[src/rtl/lock_pkg.sv]
// Shared definitions for the combination-lock sequencer: state encodings and sizing helpers.
// Latency: n/a (types and constants only).
// Backpressure: n/a.
package lock_pkg;

    localparam int STATE_W    = 3;
    localparam int DEF_CODE_W = 7;

    typedef enum logic [STATE_W-1:0] {
        ST_IDLE           = 3'b000,
        ST_SET_AWAITING   = 3'b001,
        ST_OPENED         = 3'b010,
        ST_ALARM          = 3'b011,
        ST_INPUT_PASSWORD = 3'b100
    } state_e;

    function automatic int max_int(input int a, input int b);
        return (a > b) ? a : b;
    endfunction

endpackage

[src/rtl/lock_timer.sv]
// Loadable down-counter that stops at zero and flags when it is there.
// Latency: load/decrement visible the cycle after load_i/en_i.
// Backpressure: none; load_i has priority over en_i.
module lock_timer #(
    parameter int W = 8
) (
    input  logic         clk_i,
    input  logic         rst_i,
    input  logic         load_i,
    input  logic [W-1:0] load_val_i,
    input  logic         en_i,
    output logic         zero_o
);

    logic [W-1:0] cnt_q;

    // Count register: load wins, otherwise decrement while enabled and not already at zero.
    always_ff @(posedge clk_i) begin
        if (rst_i) begin
            cnt_q <= '0;
        end else if (load_i) begin
            cnt_q <= load_val_i;
        end else if (en_i && (cnt_q != '0)) begin
            cnt_q <= cnt_q - W'(1);
        end
    end

    assign zero_o = (cnt_q == '0);

endmodule

[src/rtl/lock_sequencer.sv]
// Combination-lock controller: password entry/compare, open/relock, password change, alarm lockout.
// Latency: a button event in cycle N is reflected on state and all outputs in cycle N+1.
// Backpressure: none; events arriving in states that do not use them are dropped.
module lock_sequencer
    import lock_pkg::*;
#(
    parameter int                 CODE_W         = DEF_CODE_W,
    parameter int                 MAX_TRIES      = 3,
    parameter int                 LOCKOUT_CYCLES = 1000,
    parameter int                 OPEN_TIMEOUT   = 5000,
    parameter int                 BLINK_HALF     = 100,
    parameter logic [CODE_W-1:0]  RESET_CODE     = '0
) (
    input  logic                           clk,
    input  logic                           rst,
    input  logic                           set_pulse,
    input  logic                           enter_pulse,
    input  logic [CODE_W-1:0]              code_in,
    output logic [STATE_W-1:0]             state,
    output logic                           unlocked,
    output logic                           alarm,
    output logic                           blink,
    output logic                           pw_updated,
    output logic [$clog2(MAX_TRIES+1)-1:0] fail_count
);

    localparam int FW  = $clog2(MAX_TRIES + 1);
    localparam int FW1 = FW + 1;
    localparam int TW  = $clog2(max_int(LOCKOUT_CYCLES, OPEN_TIMEOUT) + 1);
    localparam int BW  = $clog2(BLINK_HALF + 1);

    // Timers are loaded with N-1 and the exit is taken on the zero flag, so the
    // state dwells exactly N cycles counting its entry cycle.
    localparam logic [TW-1:0]  OPEN_LD  = TW'(OPEN_TIMEOUT - 1);
    localparam logic [TW-1:0]  LOCK_LD  = TW'(LOCKOUT_CYCLES - 1);
    localparam logic [BW-1:0]  BLINK_LD = BW'(BLINK_HALF - 1);
    localparam logic [FW:0]    MAX_EXT  = FW1'(MAX_TRIES);

    state_e              state_q, state_d;
    logic [CODE_W-1:0]   pw_q, pw_d;
    logic [FW-1:0]       fail_q, fail_d;
    logic [FW:0]         fail_inc;
    logic                blink_q, blink_d;
    logic                unlocked_q, alarm_q, pw_upd_q, pw_upd_d;

    logic                tmr_load, tmr_en, tmr_zero;
    logic [TW-1:0]       tmr_val;
    logic                blk_load, blk_en, blk_zero;

    // Shared open/lockout timer; OPENED and ALARM never overlap.
    lock_timer #(.W(TW)) u_main_tmr (
        .clk_i      (clk),
        .rst_i      (rst),
        .load_i     (tmr_load),
        .load_val_i (tmr_val),
        .en_i       (tmr_en),
        .zero_o     (tmr_zero)
    );

    // Blink half-period timer, reloaded on every toggle while in ALARM.
    lock_timer #(.W(BW)) u_blink_tmr (
        .clk_i      (clk),
        .rst_i      (rst),
        .load_i     (blk_load),
        .load_val_i (BLINK_LD),
        .en_i       (blk_en),
        .zero_o     (blk_zero)
    );

    assign tmr_en   = (state_q == ST_OPENED) || (state_q == ST_ALARM);
    assign blk_en   = (state_q == ST_ALARM);
    assign fail_inc = {1'b0, fail_q} + FW1'(1);

    // Next-state, password, fail counter and timer-load decisions; enter has priority over set.
    always_comb begin
        state_d  = state_q;
        pw_d     = pw_q;
        fail_d   = fail_q;
        blink_d  = blink_q;
        pw_upd_d = 1'b0;
        tmr_load = 1'b0;
        tmr_val  = OPEN_LD;
        blk_load = 1'b0;
        case (state_q)
            ST_IDLE: begin
                if (enter_pulse) state_d = ST_INPUT_PASSWORD;
            end
            ST_INPUT_PASSWORD: begin
                if (enter_pulse) begin
                    if (code_in == pw_q) begin
                        state_d  = ST_OPENED;
                        fail_d   = '0;
                        tmr_load = 1'b1;
                        tmr_val  = OPEN_LD;
                    end else if (fail_inc < MAX_EXT) begin
                        state_d  = ST_IDLE;
                        fail_d   = fail_inc[FW-1:0];
                    end else begin
                        state_d  = ST_ALARM;
                        fail_d   = MAX_EXT[FW-1:0];
                        tmr_load = 1'b1;
                        tmr_val  = LOCK_LD;
                        blk_load = 1'b1;
                        blink_d  = 1'b1;
                    end
                end
            end
            ST_OPENED: begin
                if (enter_pulse)    state_d = ST_IDLE;
                else if (set_pulse) state_d = ST_SET_AWAITING;
                else if (tmr_zero)  state_d = ST_IDLE;
            end
            ST_SET_AWAITING: begin
                if (enter_pulse) begin
                    state_d = ST_IDLE;
                end else if (set_pulse) begin
                    state_d  = ST_IDLE;
                    pw_d     = code_in;
                    pw_upd_d = 1'b1;
                end
            end
            ST_ALARM: begin
                if (tmr_zero) begin
                    state_d = ST_IDLE;
                    fail_d  = '0;
                    blink_d = 1'b0;
                end else if (blk_zero) begin
                    blink_d  = ~blink_q;
                    blk_load = 1'b1;
                end
            end
            default: begin
                state_d = ST_IDLE;
                blink_d = 1'b0;
            end
        endcase
    end

    // State and registered outputs; status flags follow the next state so they align with it.
    always_ff @(posedge clk) begin
        if (rst) begin
            state_q    <= ST_IDLE;
            pw_q       <= RESET_CODE;
            fail_q     <= '0;
            blink_q    <= 1'b0;
            unlocked_q <= 1'b0;
            alarm_q    <= 1'b0;
            pw_upd_q   <= 1'b0;
        end else begin
            state_q    <= state_d;
            pw_q       <= pw_d;
            fail_q     <= fail_d;
            blink_q    <= blink_d;
            unlocked_q <= (state_d == ST_OPENED);
            alarm_q    <= (state_d == ST_ALARM);
            pw_upd_q   <= pw_upd_d;
        end
    end

    assign state      = state_q;
    assign unlocked   = unlocked_q;
    assign alarm      = alarm_q;
    assign blink      = blink_q;
    assign pw_updated = pw_upd_q;
    assign fail_count = fail_q;

endmodule
[config.mk]
export PLATFORM = sky130hd
export DESIGN_NAME = lock_sequencer
export DESIGN_NICKNAME = d
export VERILOG_FILES = /design/src/rtl/lock_pkg.sv /design/src/rtl/lock_timer.sv /design/src/rtl/lock_sequencer.sv
export SDC_FILE = /design/constraint.sdc
export NUM_CORES = 1
export LEC_CHECK = 0
export CAP_MARGIN = 20
export CORE_UTILIZATION = 50
export DETAILED_ROUTE_END_ITERATION = 7
export PLACE_DENSITY = 0.75
export SLEW_MARGIN = 20
export SYNTH_ARGS = -nofsm -noshare
export SYNTH_HDL_FRONTEND = slang
export SYNTH_SLANG_ARGS = --single-unit
[constraint.sdc]
create_clock -name clk -period 1.8 [get_ports clk]
set_input_delay 0.18 -clock clk [delete_from_list [all_inputs] [get_ports clk]]
set_output_delay 0.18 -clock clk [all_outputs]
set_load 0.02 [all_outputs]
==> impl_results.md <==
* Status: finished, final reports clean
* Switching Power at roughly 0.35 mW
* Residual DRC at 0
* Synth area leaders: dfxtp_1 38%, xor2_1 8.8%, a21oi_1 4.5%
* PD cells at slightly above 600 nW/µm²
* Clock tree from TritonCTS: built
* Synth Instances at slightly above 200
* Post-synth top area cell: dfxtp_1
* CTS root buffer: clkbuf_8
* Clock-pin slew on the worst setup and hold paths at 70 ps
* Fin. Hold Viols at 0
* Initial antenna violation count at 0
* H-tree levels at 2
* Core area at 3660 µm²
* Layout area overhead at 28.7%
* Ant. Diodes at 0
* Netlist cell types at 50
* Internal Pwr Total at 1.13 mW
* Die ar. at just over 4000 µm²
* DRT Wirelength at 4110 µm
* Placed wire-length estimate at 2950 µm
* Routed len/inst at 13.7 µm
* GR Util All Layers at 0.228
* Placed Cells at 292
* Mapped cell area at ~1900 µm²
* Flops & latches, synth at 36
* Max Clk Rate at ~560 MHz
* Number of enable flip-flop cells after synthesis at 0
* Flop pwr share at 0.546
* WP data arrival at 1960 ps
* Via count at 1623
* NumNets Final at 266
* Sequential area share after synthesis at 0.380
* Min cycle time layout at 1780 ps
* Final Max Slew Viols at 0
* Final setup violation count at 0
* CP Capture Type: flop
* Post-synth top area share at 0.380
* Mean Syn Cell Area at 9.16 µm²
* Part of the power in the clock network at 0.364
* Clk buf depth at 2
* DP Worst Slack at -227 ps
* GRT overflow at 0
* CTS sink count at 36
* Syn nets at 221
* Worst EP required at 1980 ps
* Hold_sp: u_main_tmr.cnt_q[12]
* Placer Congestion at 0.745
* Vias in the first global route at approximately 1600
* Worst reg-to-reg setup slack at about 20 ps
* Initial Utilization at 0.518
* Height of the die at 63.6 µm
* Fraction of registers with async set/reset at 0
* Post-synth top cells: 36 x dfxtp_1, 20 x nor2_1, 19 x xor2_1, 17 x a21oi_1, 11 x nand2_1
* Gate power share at 0.091
* Port-buffer cells at 19
* VDD IR-drop max at 0.476 mV
* Worst Path Max Fanout at 3
* Sw Ratio at 0.234
* Hold path endpoint: u_main_tmr.cnt_q[12]
* Largest net degree at the start of global routing at 14
* Pre-antenna DRT Iters at 4
* First-pass GRT wire length at between 7000 and 8000 µm
* Period utilisation layout at 0.989
* Die W at approximately 64 µm
* Unrepaired setup endpoints after global routing: true
* Startpoint Class: flop
* IO Count at 20
* Layout Skew at ~7.5 ps
* Via density per instance at 5.41
* Final worst slack at 19.6 ps
* Cell Count, Final, Fillers Out at 300
* Max Cap Violations at 0
* Hold Crit Class: flop to flop
* Reg2reg end: u_main_tmr.cnt_q[10]
* Prevailing post-synth register cell: dfxtp_1
* Hold depth at 2
* LEAKAGE at 0.987 nW
* Worst slew pin tran at between 500 and 600 ps
* Reg2reg start: u_main_tmr.cnt_q[1]
* Fillers at between 200 and 300
* Core Rows at 22
* Final antenna-violating net count at 0
* Drt first-iter violations at between 60 and 70
* Post-layout power at 1.48 mW
* Most numerous cell in the Yosys netlist: dfxtp_1
* FF-to-FF path depth at 8
* CTS Buf Count at 5
* CP Class: flop to flop
* Share of cells above drive strength 1 at 0.250
* Worst-Skew Late Latency at between 200 and 300 ps
* Worst rel slew slack at 0.660
* YS warnings at 0
per-stage QoR:
step | util | area, µm² | TNS (ps) | hold WS [ps]
floorplan | - | 1900 | 0 | 264
global placement | 0.626 | 2290 | -1140 | 479
detailed placement | 0.626 | 2290 | -1980 | 490
CTS | 0.654 | 2400 | -19.5 | 503
global route | 0.667 | 2440 | -115 | 542
finish | 0.667 | 2440 | 0 | 520
per-layer routing:
metal,wire length (µm),GRT usage
met5,0,0
met4,97,0.102
met3,137,0.0580
met2,2040,0.386
met1,1830,0.267
state kept, by name, summed over array words and instances (netlist names):
register	count
state	3
blink	1
pw_updated	1
u_blink_tmr.cnt_q	7
unlocked	1
pw_q	7
u_main_tmr.cnt_q	13
fail_count	2
alarm	1
cell usage in the layout (no fill, tap or decap), types with 2 or more instances in the layout:
cell type / netlist / final
a31oi_4: 0 / 2
nand4_1: 2 / 2
and2_1: 2 / 2
xor2_1: 19 / 18
ha_1: 3 / 2
mux2i_1: 7 / 7
nor4_2: 3 / 4
inv_1: 8 / 6
inv_2: 0 / 2
nor4_1: 3 / 2
clkdlybuf4s50_1: 0 / 19
nor3_1: 7 / 7
dfxtp_2: 0 / 3
nor2_1: 20 / 20
nand2_1: 11 / 11
o21ai_0: 6 / 6
nand2_2: 2 / 2
xnor2_1: 4 / 4
clkbuf_8: 0 / 5
a211oi_1: 3 / 3
a31oi_1: 3 / 2
a21oi_1: 17 / 17
nand2b_1: 3 / 3
buf_4: 2 / 28
dfxtp_1: 36 / 33
o2bb2ai_1: 2 / 2
nand3_1: 10 / 9
how the worst max path moves through the flow:
stage                        startpoint                   end  cells past startpoint
global placement             code_in[4]  u_blink_tmr.cnt_q[5]                      6
global route        u_main_tmr.cnt_q[1]  u_main_tmr.cnt_q[10]                      8
floorplan           u_main_tmr.cnt_q[0]  u_main_tmr.cnt_q[10]                      7
CTS                 u_main_tmr.cnt_q[0]  u_main_tmr.cnt_q[10]                      8
detailed placement           code_in[4]  u_blink_tmr.cnt_q[5]                      6
finish              u_main_tmr.cnt_q[1]  u_main_tmr.cnt_q[10]                      8
power by group through the flow:
| stage | Clock, mW | Sequential [mW] | Combinational, mW |
|---|---|---|---|
| after CTS | 0.556 | 0.807 | 0.132 |
| after global placement | 0 | 0.825 | 0.128 |
| after global routing | 0.597 | 0.807 | 0.145 |
| final | 0.538 | 0.807 | 0.134 |
| after floorplan | 0 | 0.831 | 0.0600 |
| after detailed placement | 0 | 0.825 | 0.130 |
worst max-delay path, cell delays in order (launching register included):
cell	delay, ps
dfxtp_2	320
inv_2	60
ha_4	130
nor4b_4	280
buf_4	180
nand2_2	50
or4_4	440
xor2_2	170
nor2_2	40
repair_timing:
action / 4_1_cts / 5_1_grt
pin swaps: 0 / 4
hold buffers: 0 / 0
resized for setup: 4 / 11
setup buffers: 1 / 0
endpoints found under the setup margin: 5 / 17
kinds of logic (layout without fill, tap and decap cells):
kind of cell	count (synthesis)	after routing	share of synthesized area
flip-flops	36	36	0.380
adder cells (fa/ha/maj)	3	3	0.0198
AND/OR/NAND/NOR	77	77	0.253
AO/OA/AOI/OAI	44	44	0.157
multiplexers	7	7	0.0369
XOR/XNOR	23	23	0.106
buffers and inverters	17	62	0.0468
cell type report:
| cell class | instances | area (µm²) | area share |
|---|---|---|---|
| clock buffer | 6 | 72.6 | 0.0297 |
| tap | 48 | 60.1 | 0.0246 |
| inverter | 8 | 30.0 | 0.0123 |
| multi-input combinational | 154 | 1150 | 0.471 |
| timing repair buffer | 47 | 400 | 0.164 |
| clock inverter | 1 | 5.00 | 0.00205 |
| sequential | 36 | 724 | 0.297 |
Power figures use the tool's default switching activity.
==> variant 1, RTL diff (same settings) <==
Make the reset (`rst` and `rst_i`) asynchronous in 2 clocked blocks.
--- a/src/rtl/lock_timer.sv
+++ b/src/rtl/lock_timer.sv
@@ -17,3 +17,3 @@
     // Count register: load wins, otherwise decrement while enabled and not already at zero.
-    always_ff @(posedge clk_i) begin
+    always_ff @(posedge clk_i or posedge rst_i) begin
         if (rst_i) begin
--- a/src/rtl/lock_sequencer.sv
+++ b/src/rtl/lock_sequencer.sv
@@ -139,3 +139,3 @@
     // State and registered outputs; status flags follow the next state so they align with it.
-    always_ff @(posedge clk) begin
+    always_ff @(posedge clk or posedge rst) begin
         if (rst) begin
Check against the original RTL: differs if rst is asserted again (counterexample within 4 cycles, from zero or initial values and one cycle with rst high); with rst held inactive, the same outputs for 10 cycles.
==> variant 1 against the unedited design <==
The run now ends with negative setup slack left; synthesized cell count down 2.9%; first-iteration DRC count up 120%; via count up 21%; critical path depth is 4 lower; design area is 22% higher; area after synthesis grew 6.1%; routed wire length increased by 40%; sequential cell count unchanged; setup slack lost 0.20 ns; global-route usage increased by 5.1 points; non-clock buffer count increased by 22.
Power is not compared: it rests on default switching activity, and its combinational part moved more than twofold at a synthesized area within 25%.
==> variant 1: results (changes against the unedited design) <==
outcome finished with violations; violated checks negative setup slack; XOR/XNOR Fraction of Synth Area 0.0435 (-0.0627); final setup fails 5 (+5); GPL Wtd Cong 0.862 (+16%); worst hold path class input pin to async pin; post-synthesis cell type count 52 (+4.0%); Placement Setup Slack -0.165 ns (+0.0616 ns); wire per inst 17.9 µm (+30%); dpl cells 309 (+5.8%); fill cell count 235 (-21%); global-route wire length before repair 9010 µm (+28%); Cell Area, Placed 2630 µm² (+15%); drt total wl 5750 µm (+40%); final setup TNS -0.360 ns (-0.360 ns); asr flop ratio synth 1.00 (+1.00); largest net degree at the start of global routing 37 (+23); Area Overhead vs Synth 48.3%; Final nets 286 (+7.5%); post-synthesis compound-gate area fraction 0.184 (+0.0270); actual slew at the worst max-slew pin 0.478 ns (-0.0308 ns); Syn Inst Count 201 (-2.9%); worst setup margin -0.182 ns (-0.202 ns); vias after detailed routing 1961 (+21%); dpl hpwl 3960 µm (+34%); layout cells sized above 1 0.398 (+0.148); total global-route track usage 0.279 (+0.0513); register area share after synthesis 0.447 (+0.0675); Syn Nets 214 (-3.2%); mux share of post-synthesis cell area 0.0497 (+0.0128); Synth top cells by count 36 x dfrtp_1, 13 x nand2_1, 12 x nor2_1, 9 x a21oi_1; Initial DRC Count 144 (+120%); Area contributors post-synth dfrtp_1 45%, mux2_2 4.5%, xnor2_1 2.6%
[variant 1: cell families after synthesis]
group                      count (synthesis)
xor gates and xnor gates                  10
adders and majority gates                  2
and+or+nand+nor                           80
muxes                                      9
AOI/OAI and AO/OA                         52
DFF                                       36
buffers and inverters                     12
[variant 1: routing by layer]
| metal | up-vias | part of all wire | global-route usage |
|---|---|---|---|
| met4 | 0 | 0.011 | 0.103 |
| met5 | - | 0 | 0 |
| met1 | 1005 | 0.44 | 0.341 |
| met3 | 4 | 0.026 | 0.0573 |
| li1 | 914 | - | - |
| met2 | 38 | 0.52 | 0.481 |
[variant 1: timing repair]
action,4_1_cts,5_1_grt
resized for setup,9,40
setup endpoints to repair,11,24
pin swaps,1,11
hold buffers,0,0
buffers inserted,0,5
endpoints found under the hold margin,0,0
cloned,0,0
[variant 1: worst max-delay path: stages (launching register included)]
cell	delay, ns
dfrtp_1	0.39
or4_4	0.55
or4_4	0.43
or4_4	0.43
a21oi_2	0.13
[variant 1: final cells by class]
| class | count | area share |
|---|---|---|
| Inverter | 8 | 0.0101 |
| Sequential cell | 36 | 0.303 |
| Tap cell | 48 | 0.0201 |
| Timing Repair Buffer | 69 | 0.197 |
| Clock inverter | 3 | 0.0142 |
| Clock buffer | 5 | 0.0231 |
| Multi-Input combinational cell | 153 | 0.433 |
[variant 1: path summary, 6_finish.rpt]
| kind | startpoint | to | slack (ns) | cells after the start |
|---|---|---|---|---|
| min reg2reg | pw_q[0] | pw_q[0] | 0.53 | 1 |
| max | u_main_tmr.cnt_q[7] | u_main_tmr.cnt_q[11] | -0.18 | 4 |
| max in group asynchronous | rst | u_main_tmr.cnt_q[2] | 1.15 | 3 |
| min in group clk | pw_q[0] | pw_q[0] | 0.53 | 1 |
| min | rst | unlocked | 0.30 | 3 |
| max reg2reg | u_main_tmr.cnt_q[7] | u_main_tmr.cnt_q[11] | -0.18 | 4 |
[variant 1: per-stage QoR]
| stage | power (mW) | hold WS (ns) |
|---|---|---|
| detailed placement | 2.52 | 0.518 |
| finish | 3.45 | 0.302 |
| CTS | 3.26 | 0.324 |
| global placement | 2.45 | 0.510 |
| floorplan | 1.90 | 0.332 |
| global route | 3.63 | 0.360 |
[variant 1: power by group]
| group | leakage (nW) | switching [mW] | internal (mW) | total [mW] |
|---|---|---|---|---|
| logic | 0.761 | 0.742 | 0.808 | 1.55 |
| clock network | 0.0541 | 0.320 | 0.410 | 0.730 |
| registers | 0.417 | 0.182 | 0.983 | 1.17 |
| total | 1.23 | 1.24 | 2.20 | 3.45 |
==> variant 2, RTL diff (config.mk and constraints unchanged) <==
Without the edit above. Set the parameter `MAX_TRIES` to 6 (it was 3).
--- a/src/rtl/lock_sequencer.sv
+++ b/src/rtl/lock_sequencer.sv
@@ -7,3 +7,3 @@
     parameter int                 CODE_W         = DEF_CODE_W,
-    parameter int                 MAX_TRIES      = 3,
+    parameter int                 MAX_TRIES      = 6,
     parameter int                 LOCKOUT_CYCLES = 1000,
Ports: changed (resized fail_count); port bits go from 20 to 21. No check against the original RTL was run, so the function may have changed too.
==> variant 2 against the unedited design <==
The flow now finishes with violations (negative setup slack); sequential cell count up 1; die area up 5.4%; critical path depth up 1; non-clock buffer count up 14; design area up 18%; total power up 5.5%; routed wire length up 26%; area after synthesis up 5.5%; setup slack worse by 0.24 ns; sequential share of layout area down 3.4 points.
==> variant 2: results (changes against the unedited design) <==
Post-Route M1 WL 2300 µm (+25%); Initial DRC Count 117 (+80%); dpl hpwl 3430 µm (+16%); violated checks negative setup slack; post-synthesis compound-gate area fraction 0.141 (-0.0164); layout cells sized above 1 0.331 (+0.0810); port bufs 20 (+1); register area share after synthesis 0.370 (-0.00995); post-CTS setup buffer count 4 (+3); grt met1 use 0.314 (+0.0470); dpl cells 321 (+9.9%); CP arrival 2.23 ns (+0.27 ns); vias in the first global route 1799 (+15%); static leakage 1.10 nW (+11%); vias after detailed routing 1888 (+16%); CP max-delay cell or4b_4; Synth top cells by count 37 x dfxtp_1, 23 x nor2_1, 18 x nor3_1, 18 x xnor2_1; final setup TNS -4.04 ns (-4.04 ns); Worst slew margin 0.724 (+0.0642); grt met2 use 0.447 (+0.0615); worst setup margin -0.216 ns (-0.235 ns); total global-route track usage 0.261 (+0.0336); Cell Area, Placed 2560 µm² (+12%); GR Layer Usage met3 0.0573 (-0.000679); largest net degree at the start of global routing 14 (unchanged); Syn Nets 245 (+11%); final setup fails 28 (+28); met2 wire length 2570 µm (+26%); Worst Path Max Fanout 4 (+1); post-synthesis cell type count 46 (-8.0%); post-route insts no fill 335 (+12%); GPL Wtd Cong 0.868 (+17%); routed wire length on met3 190 µm (+39%); Area contributors post-synth dfxtp_1 37%, xnor2_1 7.9%, nor3_1 4.5%; Max IR drop VDD 533 µV (+12%); Final nets 301 (+13%); outcome finished with violations; global-route wire length before repair 8360 µm (+18%); Placement Setup Slack -0.227 ns (-0.0000160 ns); ANT cells 0 (unchanged); Worst path max stage delay 0.49 ns (+0.05 ns); drt total wl 5160 µm (+26%); internal power 1.18 mW (+4.5%); Synth Area in Adders 0.0250 (+0.00521); CTS buffer count 5 (unchanged); mux share of post-synthesis cell area 0.0400 (+0.00306); post_cts resized 20 (+16); Syn Inst Count 230 (+11%)
variant 2: cell type report:
class | count | area (µm²)
flip-flops and latches | 37 | 753
repair buffers | 61 | 539
fillers | 273 | 873
multi-input cells | 174 | 1410
well taps | 48 | 60.1
clock buffers | 8 | 80.1
inverters | 7 | 26.3
variant 2: power groups by stage:
stage	registers (mW)	logic (mW)	clock network, mW
final	0.835	0.170	0.556
after global routing	0.836	0.184	0.602
after CTS	0.835	0.165	0.570
after detailed placement	0.853	0.157	0
after global placement	0.853	0.154	0
after floorplan	0.862	0.0769	0
variant 2: worst paths after layout:
| path | start | end | slack [ns] | cells after the start |
|---|---|---|---|---|
| min reg2reg | fail_count[1] | fail_count[1] | 0.51 | 2 |
| max | u_main_tmr.cnt_q[1] | unlocked | -0.22 | 9 |
| max reg2reg | u_main_tmr.cnt_q[1] | unlocked | -0.22 | 9 |
| min | fail_count[1] | fail_count[1] | 0.51 | 2 |
